[config.mk]
export PLATFORM = sky130hd
export DESIGN_NAME = updown_mod_counter
export DESIGN_NICKNAME = d
export VERILOG_FILES = /design/src/rtl/updown_mod_counter.sv
export SDC_FILE = /design/constraint.sdc
export NUM_CORES = 1
export LEC_CHECK = 0
export BUFFER_PORTS_ARGS = -buffer_cell sky130_fd_sc_hd__buf_2
export CAP_MARGIN = 15
export CORE_MARGIN = 1
export CORE_UTILIZATION = 30
export CTS_CLUSTER_DIAMETER = 40
export DETAILED_ROUTE_END_ITERATION = 16
export PLACE_DENSITY = 0.57
export SLEW_MARGIN = 40
export SYNTH_ARGS = -nofsm -noshare
export SYNTH_HDL_FRONTEND = slang
export SYNTH_SLANG_ARGS = --single-unit
[constraint.sdc]
create_clock -name clk -period 1.9 [get_ports clk]
set_input_delay 0.095 -clock clk [delete_from_list [all_inputs] [get_ports clk]]
set_output_delay 0.095 -clock clk [all_outputs]
set_load 0.005 [all_outputs]
[src/rtl/updown_mod_counter.sv]
// ----------------------------------------------------------------------------
// updown_mod_counter
//
// Purpose:
//   Parametrised up/down counter over the range 0..MOD_MAX. At a range end the
//   counter either wraps (SATURATE=0) or holds (SATURATE=1). It also supports
//   a synchronous clear, a parallel load clamped to MOD_MAX, and registered
//   one-cycle event pulses that line up with the count value they describe.
//
// Parameters:
//   WIDTH     counter width in bits (>= 2)
//   MOD_MAX   highest count value, 1 <= MOD_MAX <= 2**WIDTH-1
//   SATURATE  0 = wrap at the range ends, 1 = hold at the range ends
//
// Ports:
//   clk       rising-edge clock
//   rst_n     asynchronous active-low reset (count and pulses go to 0)
//   clear     synchronous clear to 0, highest priority
//   load      synchronous load of min(load_val, MOD_MAX)
//   load_val  value to load
//   enable    count enable
//   up_down   1 = count up, 0 = count down
//   count     registered count
//   wrap      pulse: an up-step went from MOD_MAX to 0
//   borrow    pulse: a down-step went from 0 to MOD_MAX
//   sat       pulse: a step was blocked at a range end
//   at_max    count == MOD_MAX
//   at_min    count == 0
//
// Per-edge priority: clear > load > enable > hold.
// ----------------------------------------------------------------------------
module updown_mod_counter #(
    parameter int WIDTH    = 8,
    parameter int MOD_MAX  = 255,
    parameter bit SATURATE = 1'b0
) (
    input  logic             clk,
    input  logic             rst_n,
    input  logic             clear,
    input  logic             load,
    input  logic [WIDTH-1:0] load_val,
    input  logic             enable,
    input  logic             up_down,
    output logic [WIDTH-1:0] count,
    output logic             wrap,
    output logic             borrow,
    output logic             sat,
    output logic             at_max,
    output logic             at_min
);

    localparam logic [WIDTH-1:0] MAX_V  = MOD_MAX[WIDTH-1:0];
    localparam logic [WIDTH-1:0] ZERO_V = '0;
    localparam logic [WIDTH-1:0] ONE_V  = {{(WIDTH-1){1'b0}}, 1'b1};

    logic [WIDTH-1:0] count_q;
    logic [WIDTH-1:0] count_d;
    logic             wrap_q;
    logic             wrap_d;
    logic             borrow_q;
    logic             borrow_d;
    logic             sat_q;
    logic             sat_d;
    logic             is_max;
    logic             is_min;
    logic [WIDTH-1:0] load_clamped;

    assign is_max = (count_q == MAX_V);
    assign is_min = (count_q == ZERO_V);

    // Out-of-range load values land on MOD_MAX so the count never leaves
    // the programmed range, even when it is loaded directly.
    assign load_clamped = (load_val > MAX_V) ? MAX_V : load_val;

    // Next-state and pulse decode. The range ends are detected by explicit
    // compares rather than relying on arithmetic overflow, so increments and
    // decrements never pass through values above MOD_MAX. When MOD_MAX is
    // the all-ones value this reduces to ordinary binary rollover.
    always_comb begin
        count_d  = count_q;
        wrap_d   = 1'b0;
        borrow_d = 1'b0;
        sat_d    = 1'b0;

        if (clear) begin
            count_d = ZERO_V;
        end else if (load) begin
            count_d = load_clamped;
        end else if (enable) begin
            if (up_down) begin
                if (!is_max) begin
                    count_d = count_q + ONE_V;
                end else if (SATURATE) begin
                    sat_d = 1'b1;
                end else begin
                    count_d = ZERO_V;
                    wrap_d  = 1'b1;
                end
            end else begin
                if (!is_min) begin
                    count_d = count_q - ONE_V;
                end else if (SATURATE) begin
                    sat_d = 1'b1;
                end else begin
                    count_d  = MAX_V;
                    borrow_d = 1'b1;
                end
            end
        end
    end

    // Pulses are registered alongside the count, so each one is high in
    // exactly the cycle that shows the count value produced by its event.
    always_ff @(posedge clk or negedge rst_n) begin
        if (!rst_n) begin
            count_q  <= ZERO_V;
            wrap_q   <= 1'b0;
            borrow_q <= 1'b0;
            sat_q    <= 1'b0;
        end else begin
            count_q  <= count_d;
            wrap_q   <= wrap_d;
            borrow_q <= borrow_d;
            sat_q    <= sat_d;
        end
    end

    assign count  = count_q;
    assign wrap   = wrap_q;
    assign borrow = borrow_q;
    assign sat    = sat_q;
    assign at_max = is_max;
    assign at_min = is_min;

endmodule

==> results.sh, run 1 <==
export IMPL_cpMostUsedCell="nand2_1"
export IMPL_hp_class="in2reg"
export IMPL_multi_input_area_um2=584
export IMPL_syn_inst=116
export IMPL_fin_skew_ns=0.0121
export IMPL_yosysMostFrequentCell="nand2_1"
export IMPL_slowest_delay_ns=0.43
export IMPL_grt_pass1_vias=881
export IMPL_num_antenna_cells=0
export IMPL_dieWidth_um=57.5
export IMPL_utilization_pct=39.1
export IMPL_ys_types=43
export IMPL_syn_area_per_cell_um2=7.97
export IMPL_syn_area_um2=925
export IMPL_r2r_setup_slack_ns=0.13
export IMPL_synthTopCellsByArea="dfrtp_1, nand2_1, a21oi_1, ha_1, nor2_1"
export IMPL_clock_path_buffers=2
export IMPL_synth_top_area_cell="dfrtp_1"
export IMPL_grt_first_pass_wirelength_mm=4.31
export IMPL_layout_drive_gt1_share_pct=28.9
export IMPL_power_mw=0.674
export IMPL_status="finished with violations"
export IMPL_initial_core_util_pct=32.7
export IMPL_p_leak_nw=0.521
export IMPL_worstPathCellList="inv_1 > ha_1 > nor3b_1 > nand2_1 > nand2_1 > o221ai_1 > a221oi_2"
export IMPL_hold_viol=0
export IMPL_antenna_found_initial=0
export IMPL_die_area_um2=3310
export IMPL_reg2regPathDepth=7
export IMPL_drt_pass1_iter_count=10
export IMPL_min_delay_start="load_val[5]"
export IMPL_irDropWorstVdd_mv=0.329
export IMPL_placementRows=19
export IMPL_io_pins=27
export IMPL_track_usage_pct=17.0
export IMPL_start_kind="flop"
export IMPL_path_depth=7
export IMPL_design_area_um2=1100
export IMPL_drt_iter0_markers=28
export IMPL_synth_nets=133
export IMPL_p_int_mw=0.437
export IMPL_min_period_ns=1.77
export IMPL_root_buffer="clkbuf_4"
export IMPL_drc=1
export IMPL_path_delay_family="simple AND/OR/NAND/NOR gates"
export IMPL_io_buffers=25
export IMPL_clkPwrFrac_pct=31.1
export IMPL_seqCellArea_um2=250
export IMPL_wl_met1_mm=1.24
export IMPL_overflow=0
export IMPL_nFillCells=308
export IMPL_fmax_ghz=0.565
export IMPL_clock_sinks=10
export IMPL_syn_to_final_growth_pct=19.5
export IMPL_async_flop_share_pct=100
export IMPL_crit_slowest_cell="dfrtp_1"
export IMPL_final_nets=160
export IMPL_hpwl_mm=1.91
export IMPL_clk_pin_slew_ns=0.08
export IMPL_cts_buffers=3
export IMPL_setup_viol=0
export IMPL_clk_latency_ns=0.29
export IMPL_slew_viol_final=0
export IMPL_cp_arrival_ns=1.96
export IMPL_htree_levels=1
export IMPL_hold_path_cell_count=2
export IMPL_yosys_warnings=0
export IMPL_cts_tree="built"
export IMPL_top_layer="met4"
export IMPL_rsz0062_at_grt="false"
export IMPL_place_ws_ns=0.177
export IMPL_vias_per_cell=5.52
export IMPL_avgRoutedWirePerCell_um=15.3
export IMPL_setup_tns_ns=0
export IMPL_crit_type="reg2reg"
export IMPL_grt_max_degree=17
export IMPL_min_to="count[5]"
export IMPL_synth_common_cells="nand2_1, dfrtp_1, nor2_1, a21oi_1, inv_1"
export IMPL_synth_ff_type="dfrtp_1"
export IMPL_die_y_um=57.5
export IMPL_vias=955
export IMPL_worst_path_buf_inv=1
export IMPL_ys_seq_area_share_pct=27.1
export IMPL_switching_share_pct=35.1
export IMPL_r2r_start="count[0]"
export IMPL_endpoint_kind="flop"
export IMPL_core_area_um2=2830
export IMPL_postCtsSetupRepairBufs=0
export IMPL_combPwrFrac_pct=31.1
export IMPL_period_share_pct=93.1
export IMPL_gp_congestion=0.838
export IMPL_wirelength_mm=2.65
export IMPL_wl_met2_mm=1.22
export IMPL_crit_required_ns=2.09
export IMPL_yosys_area_top_type_share_pct=27.1
export IMPL_dr_wl_met3_um=178
export IMPL_ant_nets=0
export IMPL_crit_fanout=5
export IMPL_cap_violations=0
export IMPL_synth_seq_cells=10
export IMPL_dpl_instance_area_um2=1060
export IMPL_setup_slack_ns=0.131
export IMPL_reg2reg_to="count[2]"
export IMPL_p_sw_mw=0.237
export IMPL_violations="design-rule violations"
export IMPL_seq_power_share_pct=37.8
export IMPL_pwr_density_cell_nw_per_um2=610
export IMPL_synth_edf_count=0
-- layout by cell type (no fill, tap or decap), types with 2 or more instances in the layout --
cell,n
buf_2,25
nand2_1,14
dfrtp_1,10
nor2_1,9
a21oi_1,8
inv_1,7
o21ai_0,6
nand4_1,5
nor3_1,5
buf_4,4
and3_4,3
xnor2_1,3
o21ai_1,3
ha_1,3
clkbuf_4,3
nor4_1,2
and3_1,2
o2111ai_1,2
nand3_1,2
nand2b_1,2
a32o_1,2
-- cell type report --
| cell class | instances | area share [%] |
|---|---|---|
| sequential | 10 | 22.7 |
| timing repair buffer | 30 | 14.9 |
| inverter | 8 | 2.72 |
| multi-input combinational | 90 | 52.9 |
| tap | 31 | 3.51 |
| clock buffer | 4 | 3.28 |
-- worst max-delay path by stage --
stage	start	end	slack (ns)
2_1_floorplan	count[0]	count[5]	0.23
3_3_place_gp	count[0]	count[5]	0.23
3_5_place_dp	count[0]	count[2]	0.18
4_1_cts	count[0]	count[2]	0.13
5_1_grt	count[0]	count[2]	0.008
6_report	count[0]	count[2]	0.13
-- flip-flops by register name, summed over array words and instances (netlist names) --
name and flops:
count 8, wrap 1, borrow 1
-- power groups by stage --
| stage | logic, mW | registers [mW] | clock network [mW] |
|---|---|---|---|
| final | 0.210 | 0.255 | 0.210 |
| after global routing | 0.233 | 0.257 | 0.227 |
| after CTS | 0.208 | 0.254 | 0.218 |
| after detailed placement | 0.204 | 0.258 | 0 |
| after global placement | 0.203 | 0.257 | 0 |
| after floorplan | 0.148 | 0.250 | 0 |
-- stage by stage --
step / std cells / hold WS [ns]
floorplan: 116 / -0.201
finish: 173 / 0.0227
CTS: 173 / 0.0151
detailed placement: 168 / -0.0171
global placement: 168 / -0.0201
global route: 173 / 0.0160
-- routing by layer --
metal / global-route usage, % / vias to the layer above
met1: 23.2 / 447
li1: - / 471
met2: 26.9 / 34
met5: 0 / -
met3: 4.54 / 3
met4: 3.48 / 0
-- logic make-up (layout without fill, tap and decap cells) --
logic type	Yosys count	after routing	share of synthesized area, %
compound gates	29	29	21.1
xor+xnor	3	3	2.84
fa+ha+maj	3	3	4.06
buf+inv	16	42	9.74
flops	10	10	27.1
mux	2	2	2.30
other cells	1	1	0.406
simple gates	52	52	32.5
-- timing repair --
item	CTS	global route
gates resized for setup	0	0
hold endpoints to repair	10	0
hold buffers	1	0
(Power assumes the default switching activity.)
==> inputs of run 2 (changes only) <==
==> constraint.sdc (replaced) <==
create_clock -name clk -period 2.2 [get_ports clk]
set_input_delay 0.11 -clock clk [delete_from_list [all_inputs] [get_ports clk]]
set_output_delay 0.11 -clock clk [all_outputs]
set_load 0.005 [all_outputs]
==> run 2 against run 1 <==
  * The run still ends with design-rule violations left
  * Register-to-register slack better by 0.20 ns
  * Count of clock-buffer cells in the layout did not move
  * Sequential power shrank 11%
  * Hold slack gained 0.022 ns
  * Final cell count decreased by 2.3%
  * Via count decreased by 1.8%
  * Die area unchanged
  * Wire length is 3.0% lower
  * First-iteration DRC count up 14%
  * Fmax fell by 5.3%
  * Worst setup slack gained 0.20 ns
==> results.sh, run 2 (same netlist as run 1, synthesis figures left out) <==
export IMPL_status="finished with violations"
export IMPL_violations="design-rule violations"
export IMPL_setup_tns_ns=0
export IMPL_cts_buffers=3
export IMPL_cts_tree="built"
export IMPL_crit_fanout=10
export IMPL_avgRoutedWirePerCell_um=15.2
export IMPL_grt_pass1_vias=870
export IMPL_htree_levels=1
export IMPL_largest_reg_flops=8
export IMPL_nFillCells=304
export IMPL_multi_input_area_um2=584
export IMPL_hold_viol=0
export IMPL_clk_latency_ns=0.28
export IMPL_irDropWorstVdd_mv=0.479
export IMPL_rsz0062_at_grt="false"
export IMPL_layout_commonest_cell="buf_2"
export IMPL_antenna_found_initial=0
export IMPL_fin_skew_ns=0.00889
export IMPL_seqCellArea_um2=250
export IMPL_vias=938
export IMPL_cp_arrival_ns=2.03
export IMPL_root_buffer="clkbuf_4"
export IMPL_ant_nets=0
export IMPL_track_usage_pct=17.3
export IMPL_cap_violations=0
export IMPL_grt_first_pass_wirelength_mm=4.24
export IMPL_clk_pin_slew_ns=0.08
export IMPL_period_share_pct=85.0
export IMPL_drc=1
export IMPL_p_int_mw=0.370
export IMPL_overflow=0
export IMPL_fmax_ghz=0.535
export IMPL_wirelength_mm=2.57
export IMPL_io_buffers=25
export IMPL_pwr_density_cell_nw_per_um2=528
export IMPL_vias_per_cell=5.55
export IMPL_p_sw_mw=0.198
export IMPL_drt_iter0_markers=32
export IMPL_hpwl_mm=1.86
export IMPL_clkPwrFrac_pct=31.2
export IMPL_p_leak_nw=0.500
export IMPL_start_kind="flop"
export IMPL_endpoint_kind="flop"
export IMPL_grt_max_degree=17
export IMPL_num_antenna_cells=0
export IMPL_gp_congestion=0.823
export IMPL_clock_path_buffers=2
export IMPL_hp_class="in2reg"
export IMPL_final_cell_mix="buf_2, nand2_1, dfrtp_1"
export IMPL_syn_to_final_growth_pct=16.2
export IMPL_placementRows=19
export IMPL_layout_drive_gt1_share_pct=26.8
export IMPL_min_period_ns=1.87
export IMPL_power_mw=0.568
export IMPL_post_cts_resized=0
export IMPL_crit_type="reg2reg"
export IMPL_switching_share_pct=34.8
export IMPL_combPwrFrac_pct=28.7
export IMPL_dieWidth_um=57.5
export IMPL_io_pins=27
export IMPL_die_area_um2=3310
export IMPL_drt_pass1_iter_count=10
export IMPL_die_y_um=57.5
export IMPL_slew_viol_final=0
export IMPL_core_area_um2=2830
export IMPL_clock_sinks=10
export IMPL_final_nets=156
export IMPL_seq_power_share_pct=40.0
export IMPL_setup_viol=0
export IMPL_initial_core_util_pct=32.7
export IMPL_crit_required_ns=2.36
==> run 2: power groups by stage <==
stage | sequential (mW) | clock, mW | combinational, mW
2_1_floorplan | 0.216 | 0 | 0.127
3_3_place_gp | 0.229 | 0 | 0.159
3_5_place_dp | 0.231 | 0 | 0.161
4_1_cts | 0.227 | 0.185 | 0.164
5_1_grt | 0.232 | 0.192 | 0.184
6_report | 0.227 | 0.177 | 0.163
==> run 2: path summary, 6_finish.rpt <==
kind | from | endpoint | slack (ns) | cells after the start
worst min register to register | count[6] | borrow | 0.80 | 3
worst max-delay path | count[0] | count[6] | 0.33 | 7
min in group asynchronous | rst_n | wrap | 0.22 | 2
worst min-delay path | load_val[5] | count[5] | 0.04 | 2
worst max register to register | count[0] | count[6] | 0.33 | 7
max in group asynchronous | rst_n | count[2] | 1.77 | 2
==> run 2: critical path, stage by stage, from the launching register on <==
cell	delay [ns]
dfrtp_1	0.49
inv_1	0.17
ha_1	0.18
nor3b_1	0.25
nand2_1	0.18
nand2_1	0.13
nor3_1	0.06
nor4_1	0.29
==> run 2: timing repair <==
item | in CTS | in global routing
buffers inserted | 0 | 0
endpoints found under the hold margin | 10 | 0
hold buffers | 1 | 0
==> run 2: through the flow <==
stage                     cells  instance area (µm²)  hold slack, ns  util [%]  setup WS (ns)
after floorplan             116                  925          -0.186         -          0.534
after global placement      164                 1030        -0.00588      36.4          0.409
after detailed placement    164                 1030       -0.000709      36.4          0.380
after CTS                   169                 1070          0.0432      38.0          0.332
after global routing        169                 1070          0.0344      38.0          0.116
final                       169                 1070          0.0448      38.0          0.331
==> run 2: final cells by class <==
| class | instances | area share (%) |
|---|---|---|
| timing repair buffer | 26 | 12.6 |
| multi-input combinational | 90 | 54.4 |
| inverter | 8 | 2.79 |
| clock buffer | 4 | 3.38 |
| sequential | 10 | 23.3 |
| tap | 31 | 3.61 |
==> run 2: metal layers <==
metal / wire (µm) / part of all wire [%] / GRT usage [%] / vias to the layer above
met4: 23 / 0.90 / 5.23 / 0
met1: 1150 / 45 / 23.5 / 434
met3: 221 / 8.6 / 4.99 / 2
met2: 1170 / 46 / 26.4 / 38
met5: 0 / 0 / 0 / -
li1: - / - / - / 464
==> inputs of run 3 (changes only) <==
--- a/config.mk
+++ b/config.mk
@@ -11,7 +11,7 @@
 export CORE_UTILIZATION = 30
 export CTS_CLUSTER_DIAMETER = 40
 export DETAILED_ROUTE_END_ITERATION = 16
-export PLACE_DENSITY = 0.57
+export PLACE_DENSITY = 0.59
 export SLEW_MARGIN = 40
 export SYNTH_ARGS = -nofsm -noshare
 export SYNTH_HDL_FRONTEND = slang
==> constraint.sdc (replaced) <==
create_clock -name clk -period 1.56 [get_ports clk]
set_input_delay 0.078 -clock clk [delete_from_list [all_inputs] [get_ports clk]]
set_output_delay 0.078 -clock clk [all_outputs]
set_load 0.005 [all_outputs]
==> run 3 against run 2 <==
  * The run ends with design-rule violations, negative setup slack left
  * Total power increased by 58%
  * Highest routed layer unchanged
  * Die area unchanged
  * Utilization increased by 8.2 points
  * Global-route usage increased by 1.3 points
  * First-iteration DRC count increased by 3.1%
  * Sequential share of layout area decreased by 3.6 points
  * Non-clock buffer count increased by 17
  * Largest power group is now combinational logic
  * Count of clock-buffer cells in the layout unchanged
  * Register-to-register slack got worse by 0.33 ns
  * Critical path type is now reg2out
==> results.sh, run 3 (same netlist as run 1, synthesis figures left out) <==
export IMPL_crit_type="reg2out"
export IMPL_violations="design-rule violations, negative setup slack"
export IMPL_drt_pass1_iter_count=10
export IMPL_overflow=0
export IMPL_crit_required_ns=1.48
export IMPL_core_area_um2=2830
export IMPL_rsz0062_at_grt="true"
export IMPL_ant_nets=0
export IMPL_period_share_pct=104
export IMPL_vias=1000
export IMPL_p_leak_nw=0.596
export IMPL_hold_viol=0
export IMPL_initial_core_util_pct=32.7
export IMPL_htree_levels=1
export IMPL_path_depth=7
export IMPL_cts_tree="built"
export IMPL_grt_max_degree=17
export IMPL_setup_tns_ns=-0.0668
export IMPL_layout_drive_gt1_share_pct=46.5
export IMPL_p_sw_mw=0.309
export IMPL_whs_ns=0.0129
export IMPL_nFillCells=277
export IMPL_die_y_um=57.5
export IMPL_drt_iter0_markers=33
export IMPL_hp_class="in2reg"
export IMPL_p_int_mw=0.585
export IMPL_root_buffer="clkbuf_4"
export IMPL_path_delay_family="flip-flops"
export IMPL_layout_commonest_cell="buf_2"
export IMPL_track_usage_pct=18.6
export IMPL_slew_viol_final=0
export IMPL_fin_skew_ns=0.00264
export IMPL_setup_viol=2
export IMPL_seq_power_share_pct=35.3
export IMPL_cap_violations=0
export IMPL_min_period_ns=1.62
export IMPL_clk_pin_slew_ns=0.07
export IMPL_crit_slowest_cell="dfrtp_2"
export IMPL_clock_sinks=10
export IMPL_io_buffers=25
export IMPL_switching_share_pct=34.6
export IMPL_irDropWorstVdd_mv=0.333
export IMPL_worstPathCellList="inv_2 > ha_4 > nor3b_4 > nand2_2 > buf_6 > inv_2 > buf_6"
export IMPL_antenna_found_initial=0
export IMPL_reg2regPathDepth=7
export IMPL_grt_first_pass_wirelength_mm=4.69
export IMPL_hpwl_mm=2.06
export IMPL_largest_reg_flops=8
export IMPL_placementRows=19
export IMPL_io_pins=27
export IMPL_slowest_delay_ns=0.45
export IMPL_status="finished with violations"
export IMPL_num_antenna_cells=0
export IMPL_vias_per_cell=5.38
export IMPL_clkPwrFrac_pct=27.8
export IMPL_clk_latency_ns=0.28
export IMPL_clock_path_buffers=2
export IMPL_pwr_density_cell_nw_per_um2=684
export IMPL_final_cell_mix="buf_2, buf_4, nand2_1"
export IMPL_worst_path_buf_inv=4
export IMPL_setup_slack_ns=-0.0628
export IMPL_design_area_um2=1310
export IMPL_wirelength_mm=2.87
export IMPL_hold_path_cell_count=2
export IMPL_endpoint_kind="output pin"
export IMPL_cts_buffers=3
export IMPL_avgRoutedWirePerCell_um=15.4
export IMPL_gp_congestion=0.874
export IMPL_cp_arrival_ns=1.54
export IMPL_grt_pass1_vias=984
export IMPL_die_area_um2=3310
export IMPL_final_nets=173
export IMPL_drc=2
export IMPL_combPwrFrac_pct=36.9
export IMPL_crit_fanout=4
export IMPL_fmax_ghz=0.616
export IMPL_syn_to_final_growth_pct=41.4
export IMPL_dpl_instance_area_um2=1140
export IMPL_dieWidth_um=57.5
export IMPL_start_kind="flop"
[run 3: path summary, 6_finish.rpt]
check / to / start / slack [ns]
worst min register to register: borrow / count[4] / 0.73
worst min-delay path: count[5] / load_val[5] / 0.01
worst max register to register: count[2] / count[1] / 0
max in group asynchronous: count[5] / rst_n / 1.13
min in group asynchronous: count[7] / rst_n / 0.20
worst max-delay path: at_min / count[1] / -0.06
[run 3: through the flow]
stage / total power [mW] / util, % / setup slack [ns] / cells
6_report: 0.895 / 46.2 / -0.0628 / 186
5_1_grt: 0.954 / 46.2 / -0.140 / 186
4_1_cts: 0.868 / 44.1 / -0.0514 / 184
3_5_place_dp: 0.592 / 40.2 / -0.0537 / 178
3_3_place_gp: 0.586 / 40.2 / -0.0291 / 178
2_1_floorplan: 0.486 / - / -0.0294 / 116
[run 3: area by class of cell]
| type | count | area [µm²] | share of cell area (%) |
|---|---|---|---|
| Inverter | 8 | 30.0 | 2.30 |
| Sequential cell | 10 | 258 | 19.7 |
| Multi-Input combinational cell | 90 | 658 | 50.3 |
| Tap cell | 31 | 38.8 | 2.97 |
| Clock buffer | 4 | 36.3 | 2.78 |
| Timing Repair Buffer | 43 | 287 | 21.9 |
[run 3: worst register-to-register path, delay by kind of cell, from the launching register on]
kind                       cells  cell delay (ns)
DFF                            1             0.45
adders and majority gates      1             0.13
and+or+nand+nor                3             0.43
AOI/OAI and AO/OA              2             0.36
buffers and inverters          1             0.09
[run 3: timing repair]
item | in CTS | in global routing
hold buffers | 1 | 0
setup buffers | 1 | 2
endpoints found under the hold margin | 10 | 0
setup endpoints to repair | 7 | 10
pin swaps | 3 | 9
resized for setup | 13 | 15
[run 3: power groups by stage]
stage	logic [mW]	registers, mW	clock network, mW
floorplan	0.180	0.306	0
global placement	0.275	0.311	0
detailed placement	0.279	0.313	0
CTS	0.298	0.312	0.257
global route	0.366	0.320	0.268
finish	0.331	0.316	0.248
[run 3: layer usage]
metal / vias up / wire (µm) / global-route usage, %
li1: 499 / - / -
met1: 465 / 1330 / 26.2
met2: 32 / 1310 / 29.1
met3: 4 / 201 / 4.08
met4: 0 / 32 / 3.83
met5: - / 0 / 0
